--- src/rtl/text_glyph_blitter.sv ---
// text_glyph_blitter: renders a 32x8 character buffer as 8x8 glyphs into a 640x480 colour-index memory.
module text_glyph_blitter #(
  parameter int unsigned ORIGIN_X = 0,
  parameter int unsigned ORIGIN_Y = 0,
  parameter logic [2:0]  FG_INDEX = 3'd1,
  parameter logic [2:0]  BG_INDEX = 3'd0
) (
  input  logic        clock,
  input  logic        reset,
  input  logic        start,
  output logic [7:0]  char_addr,
  input  logic [7:0]  char_data,
  output logic [9:0]  font_addr,
  input  logic [7:0]  font_data,
  output logic [18:0] mem_waddr,
  output logic [2:0]  mem_wdata,
  output logic        mem_wenable,
  output logic        busy,
  output logic        done
);
  typedef enum logic [2:0] {IDLE, CHAR_RD, CHAR_WAIT, FONT_RD, FONT_WAIT, WRITE, DONE} state_t;
  state_t      state_q, state_d;
  logic [7:0]  char_q, char_d, code_q, code_d, row_q, row_d;
  logic [2:0]  grow_q, grow_d, px_q, px_d, wdata_q, wdata_d;
  logic [18:0] waddr_q, waddr_d, y_w, x_w;
  logic        wen_q, wen_d, busy_q, busy_d, done_q, done_d;
  always_comb begin
    state_d = state_q;
    char_d  = char_q;
    grow_d  = grow_q;
    px_d    = px_q;
    code_d  = code_q;
    row_d   = row_q;
    case (state_q)
      IDLE: if (start) begin
        state_d = CHAR_RD;
        char_d  = '0;
        grow_d  = '0;
      end
      CHAR_RD:   state_d = CHAR_WAIT;
      CHAR_WAIT: begin
        code_d  = char_data;
        state_d = FONT_RD;
      end
      FONT_RD:   state_d = FONT_WAIT;
      FONT_WAIT: begin
        row_d   = font_data;
        px_d    = '0;
        state_d = WRITE;
      end
      WRITE:
        if (px_q != 3'd7) px_d = px_q + 3'd1;
        else if (grow_q != 3'd7) begin
          grow_d  = grow_q + 3'd1;
          state_d = FONT_RD;
        end else if (char_q == 8'd255) state_d = DONE;
        else begin
          char_d  = char_q + 8'd1;
          grow_d  = '0;
          state_d = CHAR_RD;
        end
      default: state_d = IDLE;
    endcase
    // Outputs are registered from next-state values so they line up with the state they describe
    y_w     = 19'(ORIGIN_Y) + {13'd0, char_d[7:5], 3'd0} + {16'd0, grow_d};
    x_w     = 19'(ORIGIN_X) + {11'd0, char_d[4:0], 3'd0} + {16'd0, px_d};
    wen_d   = state_d == WRITE;
    busy_d  = (state_d != IDLE) && (state_d != DONE);
    done_d  = state_d == DONE;
    waddr_d = wen_d ? y_w * 19'd640 + x_w : waddr_q;
    wdata_d = wen_d ? ((row_d[3'd7 - px_d] ^ code_d[7]) ? FG_INDEX : BG_INDEX) : wdata_q;
  end
  always_ff @(posedge clock or posedge reset)
    if (reset) begin
      state_q <= IDLE;
      char_q  <= '0;
      grow_q  <= '0;
      px_q    <= '0;
      code_q  <= '0;
      row_q   <= '0;
      waddr_q <= '0;
      wdata_q <= '0;
      wen_q   <= 1'b0;
      busy_q  <= 1'b0;
      done_q  <= 1'b0;
    end else begin
      state_q <= state_d;
      char_q  <= char_d;
      grow_q  <= grow_d;
      px_q    <= px_d;
      code_q  <= code_d;
      row_q   <= row_d;
      waddr_q <= waddr_d;
      wdata_q <= wdata_d;
      wen_q   <= wen_d;
      busy_q  <= busy_d;
      done_q  <= done_d;
    end
  assign char_addr   = char_q;
  assign font_addr   = {code_q[6:0], grow_q};
  assign mem_waddr   = waddr_q;
  assign mem_wdata   = wdata_q;
  assign mem_wenable = wen_q;
  assign busy        = busy_q;
  assign done        = done_q;
endmodule

--- config.mk ---
export PLATFORM = sky130hd
export DESIGN_NAME = text_glyph_blitter
export DESIGN_NICKNAME = d
export VERILOG_FILES = /design/src/rtl/text_glyph_blitter.sv
export SDC_FILE = /design/constraint.sdc
export NUM_CORES = 1
export LEC_CHECK = 0
export ABC_AREA = 0
export BUFFER_PORTS_ARGS = -buffer_cell sky130_fd_sc_hd__buf_2
export CORE_MARGIN = 2
export CORE_UTILIZATION = 49
export CTS_CLUSTER_DIAMETER = 120
export DETAILED_ROUTE_END_ITERATION = 10
export GPL_TIMING_DRIVEN = 0
export PLACE_DENSITY = 0.84
export SETUP_SLACK_MARGIN = 0.3
export SLEW_MARGIN = 20
export SYNTH_ARGS = -nofsm -noshare
export SYNTH_HDL_FRONTEND = slang
export SYNTH_SLANG_ARGS = --single-unit
--- constraint.sdc ---
create_clock -name clock -period 6.29 [get_ports clock]
set_input_delay 0.629 -clock clock [delete_from_list [all_inputs] [get_ports clock]]
set_output_delay 0.629 -clock clock [all_outputs]
set_load 0.05 [all_outputs]
### After elaboration in Yosys (flattened, before gate mapping)

Cells that the tools add are included.
Widths: inputs -> output; s select.

* add/sub/neg operators: 7
* $mul: 1
* divide/modulo/power cells: 0
* order comparisons: 1
* equality and inequality tests: 11
* shift-type cells: 0
* mux-type cells: 22
* bitwise logic cells: 1
* reductions and logical operators: 3

Operator list (count)
* $mux 8: 6
* $mux 3: 9
* $add 17x9->18: 1
* $pmux 3 s6: 1
* $pmux 8 s2: 1
* $eq 3x3->1 const B: 4
* $pmux 3 s2: 2
* $mul 7x3->10 const B: 1
* $add 8x3->9: 1
* $ne 3x3->1 const B: 3
* $add 8x1->8 const B: 1
* $eq 8x8->1 const B: 1
* $add 6x3->7: 1
* $add 3x1->3 const B: 2
* $eq 3x2->1 const B: 2
* $lt 3x4->1 const B: 1
* $bmux 1 s3: 1
* $eq 3x1->1 const B: 1
* $logic_not 3->1: 1
* $reduce_bool 3->1: 1
* $sub 3x3->3 const A: 1
* $mux 1: 2
* $logic_and 1x1->1: 1
* $xor 1x1->1: 1

* register bits: 58
* bits in latches: 0
* RAM bits: 0
* memory bits (read-only): 0
* input bits: 19
* output and inout port bits: 43
* logic and storage cells: 58
* memories: 0

### Logic depth before layout (Yosys ltp)

* depth in word-level cells: 8
* depth in mapped cells: 18
* depth with buffers taken out: 18

### Worst setup path after synthesis

No wires, ideal clock.

* kind: flip-flop to flip-flop
* from: reg char_q[0], in the netlist char_addr[0]
* to: reg waddr_q[15], in the netlist mem_waddr[15]
* library setup time: 0.125 ns
* data arrival time: 3.756 ns
* path slack: 2.409 ns
* cell stages (with the launch flop): 18
* path through: dfrtp_1 > ha_1 > nand4_1 > o21ai_0 > nor2_1 > o21ai_0 > o21ai_0 > o21ai_0 > ha_1 > ha_1 > fa_1 > a21oi_1 > nor2_1 > nand2_1 > nor2_1 > a221oi_1 > o21ai_1 > mux2_2

* word-level cells in the longest chain between the ends: 8
* elaborated cells on any way between the ends: 20

RTL lines
* start, declared: line 23 `logic [7:0] char_q, char_d, code_q, code_d, row_q, row_d;`
* start signal, assigned: line 88 `char_q <= char_d;`
* $add 8x1->8 or $eq 8x8->1 (tied branches): line 58, 56
* $mux 8 *: line 56 `end else if (char_q == 8'd255) state_d = DONE;`
* $mux 8 *: line 53 `else if (grow_q != 3'd7) begin`
* $mux 8 *: line 52 `if (px_q != 3'd7) px_d = px_q + 3'd1;`
* $pmux 8 s2 *: line 34 `case (state_q)`
* net char_d[5]: line 23
* $add 6x3->7 *: line 65 `y_w = 19'(ORIGIN_Y) + {13'd0, char_d[7:5], 3'd0} + {16'd0, grow_d};`
* $mul 7x3->10 *: line 70 `waddr_d = wen_d ? y_w * 19'd640 + x_w : waddr_q;`
* $add 17x9->18 *: line 70
* end signal, assigned: line 93 `waddr_q <= waddr_d;`
* end, declared: line 25 `logic [18:0] waddr_q, waddr_d, y_w, x_w;`

Mark *: on every way through the listed nets, which the timed path passes. The rest lies on a longest branch.
A chain may end at the register's enable or synchronous reset.

### Final worst setup path

* from: reg state_q[0]
* to: reg waddr_q[15], in the netlist mem_waddr[15]

* word-level cells in the longest chain between the ends: 5
* elaborated cells on any way between the ends: 17

RTL lines
* start, declared: line 22 `state_t state_q, state_d;`
* start signal, assigned: line 87 `state_q <= state_d;`
* $eq 3x3->1 or $logic_not 3->1 (tied branches): line 34
* $pmux 8 s2 *: line 34
* net char_d[5]: line 23
* $add 6x3->7 *: line 65
* $mul 7x3->10 *: line 70
* $add 17x9->18 *: line 70

Marked as above.

==> results.sh <==
export IMPL_outcome="finished, final reports clean"
export IMPL_die_h_um=81.28
export IMPL_portBuffers=57
export IMPL_yosysTopAreaCell="dfrtp_1"
export IMPL_cts_setup_buffers=0
export IMPL_synth_area_top_cells="dfrtp_1 46%, nand2_1 6.8%, ha_1 6.0%"
export IMPL_core_region_area_mm2=0.005851
export IMPL_drt_iter0_drc=115
export IMPL_cts_tree="yes"
export IMPL_rsz0062_at_grt="false"
export IMPL_vias_per_cell=5.277
export IMPL_firstDrtPassIters=4
export IMPL_grt_pass1_vias=2244
export IMPL_wirelength_um=5936
export IMPL_worstMarginPinSlew_ns=0.6173
export IMPL_final_common_cell="buf_2"
export IMPL_initial_core_util_pct=50.02
export IMPL_clk_pin_slew_ns=0.09
export IMPL_pin_count=62
export IMPL_rows=28
export IMPL_path_cells="buf_6, or3b_1, a21oi_1, o21ai_0, o21ai_0, o21ai_0, ha_1, ha_1, fa_1, a21oi_1, nor2_1, nand2_1, nor2_1, a221oi_1, o21ai_1, mux2_2"
export IMPL_r2r_end="mem_waddr[15]"
export IMPL_final_cell_count_no_fill=430
export IMPL_cap_violations=0
export IMPL_gp_congestion=0.8573
export IMPL_cp_endpoint="mem_waddr[15]"
export IMPL_dpl_cell_count=422
export IMPL_fillers=505
export IMPL_synthArstFlopShare_pct=100.0
export IMPL_wl_per_cell_um=13.80
export IMPL_yosysUniqueCellTypes=54
export IMPL_clock_latency_ns=0.31
export IMPL_cts_buffers=5
export IMPL_power_density_mw_per_mm2=173.5
export IMPL_final_max_slew_viol_count=0
export IMPL_crit_arrival_ns=4.35
export IMPL_cp_max_fo=10
export IMPL_rr_worst_depth=16
export IMPL_ctsRootBufferMaster="clkbuf_8"
export IMPL_synth_area_per_cell_um2=10.23
export IMPL_worstSetupEndpointType="flip-flop"
export IMPL_yosys_warnings=0
export IMPL_drc=0
export IMPL_peakVddDrop_v=0.0001277
export IMPL_htreeDepth=2
export IMPL_slew_headroom_pct=58.79
export IMPL_antenna_found_initial=0
export IMPL_rrSetupSlack_ns=2.14
export IMPL_p_leak_nw=1.642
export IMPL_hpwl_um=4554
export IMPL_ys_seq_area_share_pct=46.17
export IMPL_mostFrequentLayoutCells="57 x buf_2, 54 x dfrtp_1, 53 x nand2_1"
export IMPL_insertedDiodeCount=0
export IMPL_critPathBufInv=1
export IMPL_cts_buffer_depth=2
export IMPL_drive_gt1_share_pct=32.11
export IMPL_slowest_stage="fa_1"
export IMPL_regToRegStartpoint="state_q[0]"
export IMPL_cp_startpoint="state_q[0]"
export IMPL_syn_to_final_growth_pct=17.14
export IMPL_syn_cell_area_mm2=0.002927
export IMPL_hold_path_class="input pin to asynchronous set/reset pin"
export IMPL_final_antenna_net_count=0
export IMPL_die_area_mm2=0.006606
export IMPL_grt_max_degree=30
export IMPL_finalCritPeriodShare_pct=65.96
export IMPL_crit_type="flip-flop to flip-flop"
export IMPL_cts_resized=0
export IMPL_critPathTopFamily="compound AO/OA/AOI/OAI gates"
export IMPL_gr_total_overflow=0
export IMPL_num_vias=2269
export IMPL_grt_pass1_wl_um=10130
export IMPL_synth_seq_cells=54
export IMPL_cp_required_ns=6.49
export IMPL_slowest_delay_ns=0.47
export IMPL_cts_sinks=54
export IMPL_path_depth=16
export IMPL_setup_tns_ns=0
export IMPL_clock_skew_ns=0.006473
export IMPL_synth_edf_count=0
export IMPL_timing_final_crit_period_ns=4.149
export IMPL_grt_usage_pct=19.73
export IMPL_fmax_ghz=0.2410
export IMPL_ys_flop_type="dfrtp_1"
export IMPL_synth_top_cell_area_share_pct=46.17
export IMPL_syn_inst=286
export IMPL_critPathLaunchType="flip-flop"
export IMPL_hold_buffers=0
export IMPL_fp_dieW_um=81.28
export IMPL_setup_viol=0
export IMPL_critPathMostFrequentCell="o21ai_0"
export IMPL_finalHoldViolCount=0
export IMPL_final_net_count=388
[stage by stage]
step | util, % | power [W] | cell area, um2 | setup WS [ns] | hold slack, ns
after floorplan | - | 0.0003944 | 2938 | 2.409 | 0.4396
after global placement | 56.69 | 0.0004054 | 3317 | 2.119 | 0.4593
after detailed placement | 57.04 | 0.0004081 | 3337 | 2.014 | 0.4593
after CTS | 58.60 | 0.0006009 | 3428 | 2.156 | 0.4115
after global routing | 58.60 | 0.0006187 | 3428 | 1.782 | 0.4409
final | 58.60 | 0.0005947 | 3428 | 2.141 | 0.3842
[how the worst min path moves through the flow]
stage / from / end / slack [ns] / cells past startpoint
floorplan: row_q[2] / row_q[2] / 0.44 / 2
global placement: mem_waddr[7] / mem_waddr[7] / 0.46 / 2
detailed placement: mem_waddr[7] / mem_waddr[7] / 0.46 / 2
CTS: reset / mem_waddr[11] / 0.41 / 2
global route: reset / mem_waddr[9] / 0.44 / 2
finish: reset / mem_waddr[11] / 0.38 / 2
[power breakdown]
group          switching, W  internal, W  total [W]
clock network      0.000105    0.0000889   0.000194
logic             0.0000292    0.0000160  0.0000452
registers        0.00000253     0.000352   0.000355
[kinds of logic after synthesis]
logic type	share of synthesized area, %
AND/OR/NAND/NOR	19.28
AO/OA/AOI/OAI	13.34
flip-flops	46.17
buffers and inverters	5.943
adder cells (fa/ha/maj)	6.670
multiplexers	5.772
XOR/XNOR	2.694
other	0.1281
[per-layer routing]
layer  GRT usage [%]  vias to the layer above  wire, um  part of all wire, %
li1                -                     1132         -                    -
met1           25.20                     1078      2640                   44
met2           34.43                       51      2976                   50
met3           4.111                        8       266                  4.5
met4           4.407                        0        52                 0.88
met5               0                        -         0                    0
[layout make-up]
class | instances | area, um2 | area share [%]
clock inverter | 1 | 5.005 | 0.1460
timing repair buffer | 58 | 305.3 | 8.905
tap | 75 | 93.84 | 2.737
inverter | 9 | 33.78 | 0.9854
multi-input combinational | 209 | 1413 | 41.20
buffer | 17 | 140.1 | 4.088
sequential | 54 | 1351 | 39.42
clock buffer | 7 | 86.33 | 2.518
[state kept, by name, summed over array words and instances, names as in the netlist]
name and flops:
mem_waddr 17, row_q 8, state_q 3, code_q 8, done 1, busy 1
mem_wdata 1, mem_wenable 1, grow_q 3, char_addr 8, px_q 3
[synthesized netlist by cell type, drive strengths merged (2+ instances only)]
| cell | number |
|---|---|
| o31a | 2 |
| a21oi | 11 |
| o31ai | 4 |
| o311a | 2 |
| o32a | 2 |
| nor2 | 18 |
| and3 | 3 |
| and4 | 2 |
| ha | 14 |
| dfrtp | 54 |
| a21o | 4 |
| buf | 15 |
| a22o | 3 |
| nand4 | 5 |
| xnor2 | 6 |
| o21ai | 22 |
| nand3 | 9 |
| xor2 | 3 |
| inv | 9 |
| nor3 | 3 |
| mux2 | 15 |
| nor4 | 3 |
| nand3b | 3 |
| and2 | 2 |
| nand2 | 53 |
| nand2b | 2 |
| a221oi | 2 |
No activity file was read; power rests on OpenSTA's default activity.
